--- config.mk ---
export PLATFORM = sky130hd
export DESIGN_NAME = shift_right_sequencer
export DESIGN_NICKNAME = d
export VERILOG_FILES = /design/src/rtl/shift_seq_pkg.sv /design/src/rtl/shift_right_unit.sv /design/src/rtl/shift_right_sequencer.sv
export SDC_FILE = /design/constraint.sdc
export NUM_CORES = 1
export LEC_CHECK = 0
export CAP_MARGIN = 20
export CORE_MARGIN = 8
export CORE_UTILIZATION = 47
export CTS_CLUSTER_SIZE = 20
export DETAILED_ROUTE_END_ITERATION = 8
export PLACE_DENSITY = 0.82
export SYNTH_ARGS = -nofsm -noshare
export SYNTH_HDL_FRONTEND = slang
export SYNTH_SLANG_ARGS = --single-unit
--- constraint.sdc ---
create_clock -name clk -period 3.61 [get_ports clk]
set_input_delay 0.722 -clock clk [delete_from_list [all_inputs] [get_ports clk]]
set_output_delay 0.722 -clock clk [all_outputs]
set_load 0.02 [all_outputs]
--- src/rtl/shift_seq_pkg.sv ---
// Shared op codes, FSM state encoding and default widths for the shift-right sequencer.
package shift_seq_pkg;

    localparam int SEQ_DATA_W = 8;
    localparam int SEQ_CNT_W  = 4;

    localparam logic [1:0] OP_LSR = 2'b00;
    localparam logic [1:0] OP_ROR = 2'b01;
    localparam logic [1:0] OP_RRC = 2'b10;
    localparam logic [1:0] OP_ASR = 2'b11;

    typedef enum logic [1:0] {
        S_IDLE  = 2'd0,
        S_SHIFT = 2'd1,
        S_DONE  = 2'd2
    } state_t;

endpackage

--- src/rtl/shift_right_unit.sv ---
// Combinational single-step 8-bit right shifter: LSR, ROR, RRC (through carry), ASR.
// Zero latency; no flow control, output follows inputs.
module shift_right_unit
    import shift_seq_pkg::*;
(
    input  logic [7:0] x,
    input  logic       cin,
    input  logic       sel1,
    input  logic       sel0,
    output logic [7:0] f,
    output logic       cout
);

    logic msb;

    always_comb begin
        msb = 1'b0;
        unique case ({sel1, sel0})
            OP_LSR:  msb = 1'b0;
            OP_ROR:  msb = x[0];
            OP_RRC:  msb = cin;
            default: msb = x[7];
        endcase
    end

    assign f    = {msb, x[7:1]};
    assign cout = x[0];

endmodule

--- src/rtl/shift_right_sequencer.sv ---
// Multi-cycle right-shift controller: one unit step per clock, done pulses count+1 cycles after start.
// Starts while busy are dropped; optional zero flag enabled by defining SRS_ZERO_FLAG_EN.
module shift_right_sequencer
    import shift_seq_pkg::*;
#(
    parameter int DATA_W = SEQ_DATA_W,
    parameter int CNT_W  = SEQ_CNT_W
) (
    input  logic              clk,
    input  logic              rst,
    input  logic              start,
    input  logic [1:0]        op,
    input  logic [DATA_W-1:0] data_in,
    input  logic              cin,
    input  logic [CNT_W-1:0]  count,
    output logic              busy,
    output logic              done,
    output logic [DATA_W-1:0] result,
    output logic              carry_out
`ifdef SRS_ZERO_FLAG_EN
    ,
    output logic              zero
`endif
);

    localparam logic [CNT_W-1:0] CNT_ONE = {{(CNT_W-1){1'b0}}, 1'b1};

    state_t              state_q, state_d;
    logic [DATA_W-1:0]   data_q, data_d;
    logic                c_q, c_d;
    logic [CNT_W-1:0]    rem_q, rem_d;
    logic [1:0]          op_q, op_d;
    logic [DATA_W-1:0]   unit_f;

    shift_right_unit u_unit (
        .x    (data_q),
        .cin  (c_q),
        .sel1 (op_q[1]),
        .sel0 (op_q[0]),
        .f    (unit_f),
        .cout ()
    );

`ifdef SRS_ZERO_FLAG_EN
    logic zero_q, zero_d;
`endif

    always_comb begin
        state_d = state_q;
        data_d  = data_q;
        c_d     = c_q;
        rem_d   = rem_q;
        op_d    = op_q;
`ifdef SRS_ZERO_FLAG_EN
        zero_d  = zero_q;
`endif
        unique case (state_q)
            S_IDLE, S_DONE: begin
                if (start) begin
                    state_d = S_SHIFT;
                    data_d  = data_in;
                    c_d     = cin;
                    rem_d   = count;
                    op_d    = op;
`ifdef SRS_ZERO_FLAG_EN
                    zero_d  = (data_in == '0);
`endif
                end else if (state_q == S_DONE) begin
                    state_d = S_IDLE;
                end
            end
            S_SHIFT: begin
                if (rem_q != '0) begin
                    // Carry chain takes the outgoing LSB regardless of op.
                    data_d = unit_f;
                    c_d    = data_q[0];
                    rem_d  = rem_q - CNT_ONE;
`ifdef SRS_ZERO_FLAG_EN
                    zero_d = (unit_f == '0);
`endif
                end else begin
                    state_d = S_DONE;
                end
            end
            default: state_d = S_IDLE;
        endcase
    end

    always_ff @(posedge clk) begin
        if (rst) begin
            state_q <= S_IDLE;
            data_q  <= '0;
            c_q     <= 1'b0;
            rem_q   <= '0;
            op_q    <= OP_LSR;
`ifdef SRS_ZERO_FLAG_EN
            zero_q  <= 1'b0;
`endif
        end else begin
            state_q <= state_d;
            data_q  <= data_d;
            c_q     <= c_d;
            rem_q   <= rem_d;
            op_q    <= op_d;
`ifdef SRS_ZERO_FLAG_EN
            zero_q  <= zero_d;
`endif
        end
    end

    assign busy      = (state_q == S_SHIFT);
    assign done      = (state_q == S_DONE);
    assign result    = data_q;
    assign carry_out = c_q;
`ifdef SRS_ZERO_FLAG_EN
    assign zero      = zero_q;
`endif

endmodule

==> metrics, run 1 <==
run status complete, no violations; sequential element share of the synthesized area 39.9%; grt ovf 0; critical path, cell by cell nand2b_1 -> buf_4 -> inv_1 -> clkdlybuf4s50_1; Worst slew margin 51.2%; most frequent cells in the layout clkdlybuf4s50_1 (28), nand2_1 (20), nor2_1 (19); Via density 5.31; CP bufs+invs 3; cell count after synthesis 107; initial cell density of the core around half; gr usage total around an eighth; DP Worst Slack approximately 1200 ps; Required @ worst endpoint between 2000 and 3000 ps; Row Count 15; Layout area overhead 35.1%; number of diodes 0; H-tree Lvls 1; final period utilization 72.5%; unrepaired setup endpoints after global routing no; CP peak stage delay 680 ps; die width just under 60 um; kind of critical path register to output pin; synthesized net count 129; post-DP HPWL roughly 1500 um; initial DRC count 22; Final Hold Viols 0; TritonCTS Buffers 3; Layout Nets roughly 160; f_max 0.382 GHz; critical path's top delay family buffers and inverters; Die Area 0.00343 sq mm; Cell Area, Placed around 0.0011 sq mm; Pwr per Cell Area ~430 mW/mm^2; Syn Std Cell Area ~850 sq um; fillcell total approximately 140; YS warnings 0; Hold WC Path Type register to register; Design Area, Final between 0.001 and 0.0015 sq mm; setup tns final 0 ps; top_reg_cell synth dfxtp_1; crit end category output pin; Setup Fix Bufs, Post-CTS 0; Post-CTS Hold Fix Bufs 0; Pre-antenna DRT Iters 4; Cell variety after synth 28; ratio of cells with drive above 1 in the final layout under 10%; I/O Pins 29; Critical-path top delay cell clkdlybuf4s50_1; LEAKAGE 0.446 nW; I/O Buffers 28; CP startpoint kind register; vias after detailed routing 834; worst slew pin tran 731 ps; commonest non-fill, non-tap cell in the layout clkdlybuf4s50_1; maximum number of pins on one net before global-route repair 24; worst path arrival time between 1500 and 2000 ps; Tot Pwr around 0.49 mW; post-synthesis register bit count 17; crit-path max FO 23; vias in the first global route 830; Resized cells post-CTS 0; Longest Clk Path Bufs 2; Final min period about 2600 ps; die height 58.6 um; RD Place Congestion approximately 0.75; Max Slew Vio Count 0; Max Cap Viol 0; Std-Cell Core Area around 0.0017 sq mm; Root Buffer clkbuf_4; DR DRC count 0; hold slack between 400 and 500 ps; antenna viol nets, final 0; routed len/inst around 13 um; fin worst setup slack ~990 ps; global-route wire length before repair about 3500 um; Sink Count 17; final setup vio count 0; clk_lat worst skew 290 ps; synthesized area per cell between 7 and 8 sq um; CTS tree done; clk_skew 8.16 ps; Total Routed Length 2020 um; Max rail drop VDD 0.260 mV; fraction of registers with async set/reset 0%; initial antenna violation count 0; CTS clk-pin slew, worst paths roughly 100 ps; Post-synth EDFFs 0
## sequential cells by signal, indices dropped and copies added (netlist names)
signal and flops:
rem_q 4, carry_out 1, state_q 2, op_q 2
result 8
## cell usage after synthesis, drive strengths merged, types with 2 or more instances
master	count	share of area, %
a21oi	4	2.3
a311oi	8	8.2
a32o	2	2.3
buf	5	4.3
clkbuf	3	1.3
dfxtp	17	40
ha	4	5.9
inv	6	2.6
nand2	20	8.8
nand2b	2	1.5
nand3	2	1.2
nor2	19	8.4
nor2b	2	1.8
o21ai	2	1.2
## per-stage QoR
stage                     utilization, %  std cells
after floorplan                        -        107
after global placement              65.8        153
after detailed placement            65.8        153
after CTS                           67.4        157
after global routing                67.4        157
final                               67.4        157
## final cells by class
cell class / instances / area [sq um] / share of cell area, %
well taps: 25 / 31.3 / 2.72
inverters: 6 / 22.5 / 1.96
flip-flops and latches: 17 / 340 / 29.6
clock buffers: 3 / 22.5 / 1.96
repair buffers: 29 / 288 / 25.0
multi-input cells: 76 / 442 / 38.4
clock inverters: 1 / 5.00 / 0.435
## report_power, final
| part | internal, mW | switching, mW | total (mW) | leakage, nW |
|---|---|---|---|---|
| logic | 0.0764 | 0.0838 | 0.160 | 0.288 |
| clock network | 0.0412 | 0.0620 | 0.103 | 0.0177 |
| registers | 0.210 | 0.0169 | 0.227 | 0.141 |
## path summary, 6_finish.rpt
kind | from | end | slack, ps | cells past startpoint
max | state_q[1] | busy | 990 | 4
min | rem_q[3] | state_q[1] | 490 | 1
max reg2reg | rem_q[0] | rem_q[3] | 1640 | 6
min reg2reg | rem_q[3] | state_q[1] | 490 | 1
## kinds of logic (layout without fill, tap and decap cells)
family,after synthesis,count (layout),share of synthesized area [%]
AND/OR/NAND/NOR,48,48,23.8
AO/OA/AOI/OAI,24,24,22.2
flip-flops,17,17,39.9
buffers and inverters,14,39,8.22
adder cells (fa/ha/maj),4,4,5.87
## routing by layer
layer  GRT usage [%]  share of wire (%)  routed length [um]  vias up
met5               0                  0                   0        -
met4            6.48                1.8                  36        0
met3            3.91                6.7                 135        4
met2            20.9                 47                 956       24
met1            13.7                 44                 894      387
li1                -                  -                   -      419
Note: power is estimated with default switching activity, not from simulation.
==> run 2: changes to the inputs <==
--- a/config.mk
+++ b/config.mk
@@ -7,10 +7,10 @@
 export LEC_CHECK = 0
 export CAP_MARGIN = 20
 export CORE_MARGIN = 8
-export CORE_UTILIZATION = 47
+export CORE_UTILIZATION = 39
 export CTS_CLUSTER_SIZE = 20
 export DETAILED_ROUTE_END_ITERATION = 8
-export PLACE_DENSITY = 0.82
+export PLACE_DENSITY = 0.73
 export SYNTH_ARGS = -nofsm -noshare
 export SYNTH_HDL_FRONTEND = slang
 export SYNTH_SLANG_ARGS = --single-unit
==> constraint.sdc (replaced) <==
create_clock -name clk -period 2.1 [get_ports clk]
set_input_delay 0.42 -clock clk [delete_from_list [all_inputs] [get_ports clk]]
set_output_delay 0.42 -clock clk [all_outputs]
set_load 0.02 [all_outputs]
==> metrics, run 2 (synthesis gave the netlist of run 1 again) <==
Total Routed Length 2160 um (+6.7%); clk_lat worst skew 290 ps (about the same); Via density 5.15 (-3.0%); f_max slightly above 0.5 GHz; Pwr per Cell Area 720 mW/mm^2 (+69%); grt ovf 0 (unchanged); Std-Cell Core Area 0.00215 sq mm (+26%); Hold WC Path Type register to register; Final Hold Viols 0 (unchanged); initial DRC count 30 (+36%); setup slack, reg-to-reg 220 ps (-1420 ps); Post-CTS Hold Fix Bufs 0 (unchanged); Resized cells post-CTS 0 (unchanged); die width 62.7 um (+7.1%); Setup Fix Bufs, Post-CTS 0 (unchanged); maximum number of pins on one net before global-route repair 15 (-38%); hold path depth 1 (unchanged); Root Buffer clkbuf_4; CTS tree done; HP Start rem_q[3]; Layout Nets 160 (+3.2%); Tot Pwr 0.858 mW (+75%); CTS clk-pin slew, worst paths 100 ps (about the same); Worst slew margin 64.5% (+13 points); commonest non-fill, non-tap cell in the layout clkdlybuf4s50_1; register area 340 sq um (unchanged); setup tns final 0 ps (unchanged); Max rail drop VDD 0.330 mV (+27%); Hold Path Sink state_q[1]; top sig layer met4; global-route wire length before repair 3570 um (+2.8%); Row Count 17 (+2); crit-path max FO 5 (-78%); met1 wire length 912 um (+2.0%); Pre-antenna DRT Iters 4 (unchanged); Final min period about 2000 ps; Layout area overhead 39.9%; ratio of cells with drive above 1 in the final layout 9.49% (+3.4 points); DR DRC count 0 (unchanged); final period utilization a little over 90%; routed len/inst 13.1 um (+1.6%); DP Worst Slack 155 ps (-1050 ps); Required @ worst endpoint 1680 ps (-1210 ps); DR WL met3 86 um (-36%); initial antenna violation count 0 (unchanged); die height 62.7 um (+7.1%); Design Area, Final 0.00119 sq mm (+3.6%); run status complete, no violations; critical path, cell by cell nand2b_1 -> inv_1 -> clkdlybuf4s50_1; Longest Clk Path Bufs 2 (unchanged); Sink Count 17 (unchanged); CP peak stage delay 610 ps (-70 ps); final setup vio count 0 (unchanged); kind of critical path register to output pin; Finished Core Util 55.5% (-12 points); worst path arrival time 1530 ps (-360 ps); unrepaired setup endpoints after global routing no; number of diodes 0 (unchanged); CP startpoint kind register; Reg-to-Reg End result[3]; FF-to-FF path depth 7 (+1); WL met2 1130 um (+19%); post-DP HPWL 1710 um (+11%); TritonCTS Buffers 3 (unchanged); I/O Buffers 28 (unchanged); vias in the first global route 852 (+2.7%); worst slew pin tran 532 ps (-200 ps); Placed Cells 161 (+5.2%); max FFs per register 8 (unchanged); gr usage total 10.6% (-1.8 points); Max Cap Viol 0 (unchanged); clk_skew 7.75 ps (-0.406 ps); Cell Area, Placed 0.00116 sq mm (+3.7%); r2r startpoint rem_q[0]; H-tree Lvls 1 (unchanged); hold slack 508 ps (+15.2 ps); Multi-input gate area 442 sq um (unchanged); fin worst setup slack 148 ps (-845 ps); Critical-path top delay cell clkdlybuf4s50_1; fillcell total 201 (+43%); antenna viol nets, final 0 (unchanged); Max Slew Vio Count 0 (unchanged); RD Place Congestion 0.759 (+0.69%); most frequent cells in the layout clkdlybuf4s50_1 (28), nand2_1 (20), nor2_1 (19); LEAKAGE 0.471 nW (+5.4%); I/O Pins 29 (unchanged); crit end category output pin; vias after detailed routing 850 (+1.9%); initial cell density of the core 39.7% (-10 points); final std cells w/o fill 165 (+5.1%); Die Area 0.00394 sq mm (+15%)
[run 2: cell count changes in the layout (fill, tap and decap cells not counted)]
cell   change
buf_4      +5
[run 2: critical path, delay by kind of cell (launching register included)]
| family | cells | cell delay, ps |
|---|---|---|
| buffers and inverters | 2 | 720 |
| and+or+nand+nor | 1 | 210 |
| DFF | 1 | 320 |
[run 2: area by class of cell]
class | count | area share, %
clock buffers | 3 | 1.89
clock inverters | 1 | 0.420
inverters | 6 | 1.89
multi-input cells | 76 | 37.0
flip-flops and latches | 17 | 28.5
well taps | 28 | 2.94
repair buffers | 34 | 27.3
[run 2: worst max path at each step]
| stage | start | to | slack [ps] |
|---|---|---|---|
| final | state_q[1] | busy | 150 |
| after global routing | rem_q[0] | result[0] | 70 |
| after CTS | state_q[1] | busy | 130 |
| after detailed placement | start | result[3] | 150 |
| after global placement | start | result[2] | 250 |
| after floorplan | rem_q[0] | result[7] | 660 |
[run 2: routing by layer]
layer | track usage [%] | vias to the layer above
li1 | - | 430
met1 | 10.8 | 403
met2 | 20.1 | 15
met3 | 2.15 | 2
met4 | 5.13 | 0
met5 | 0 | -
[run 2: power breakdown]
group,internal (mW),switching [mW]
logic,0.143,0.148
clock network,0.0708,0.104
registers,0.361,0.0312
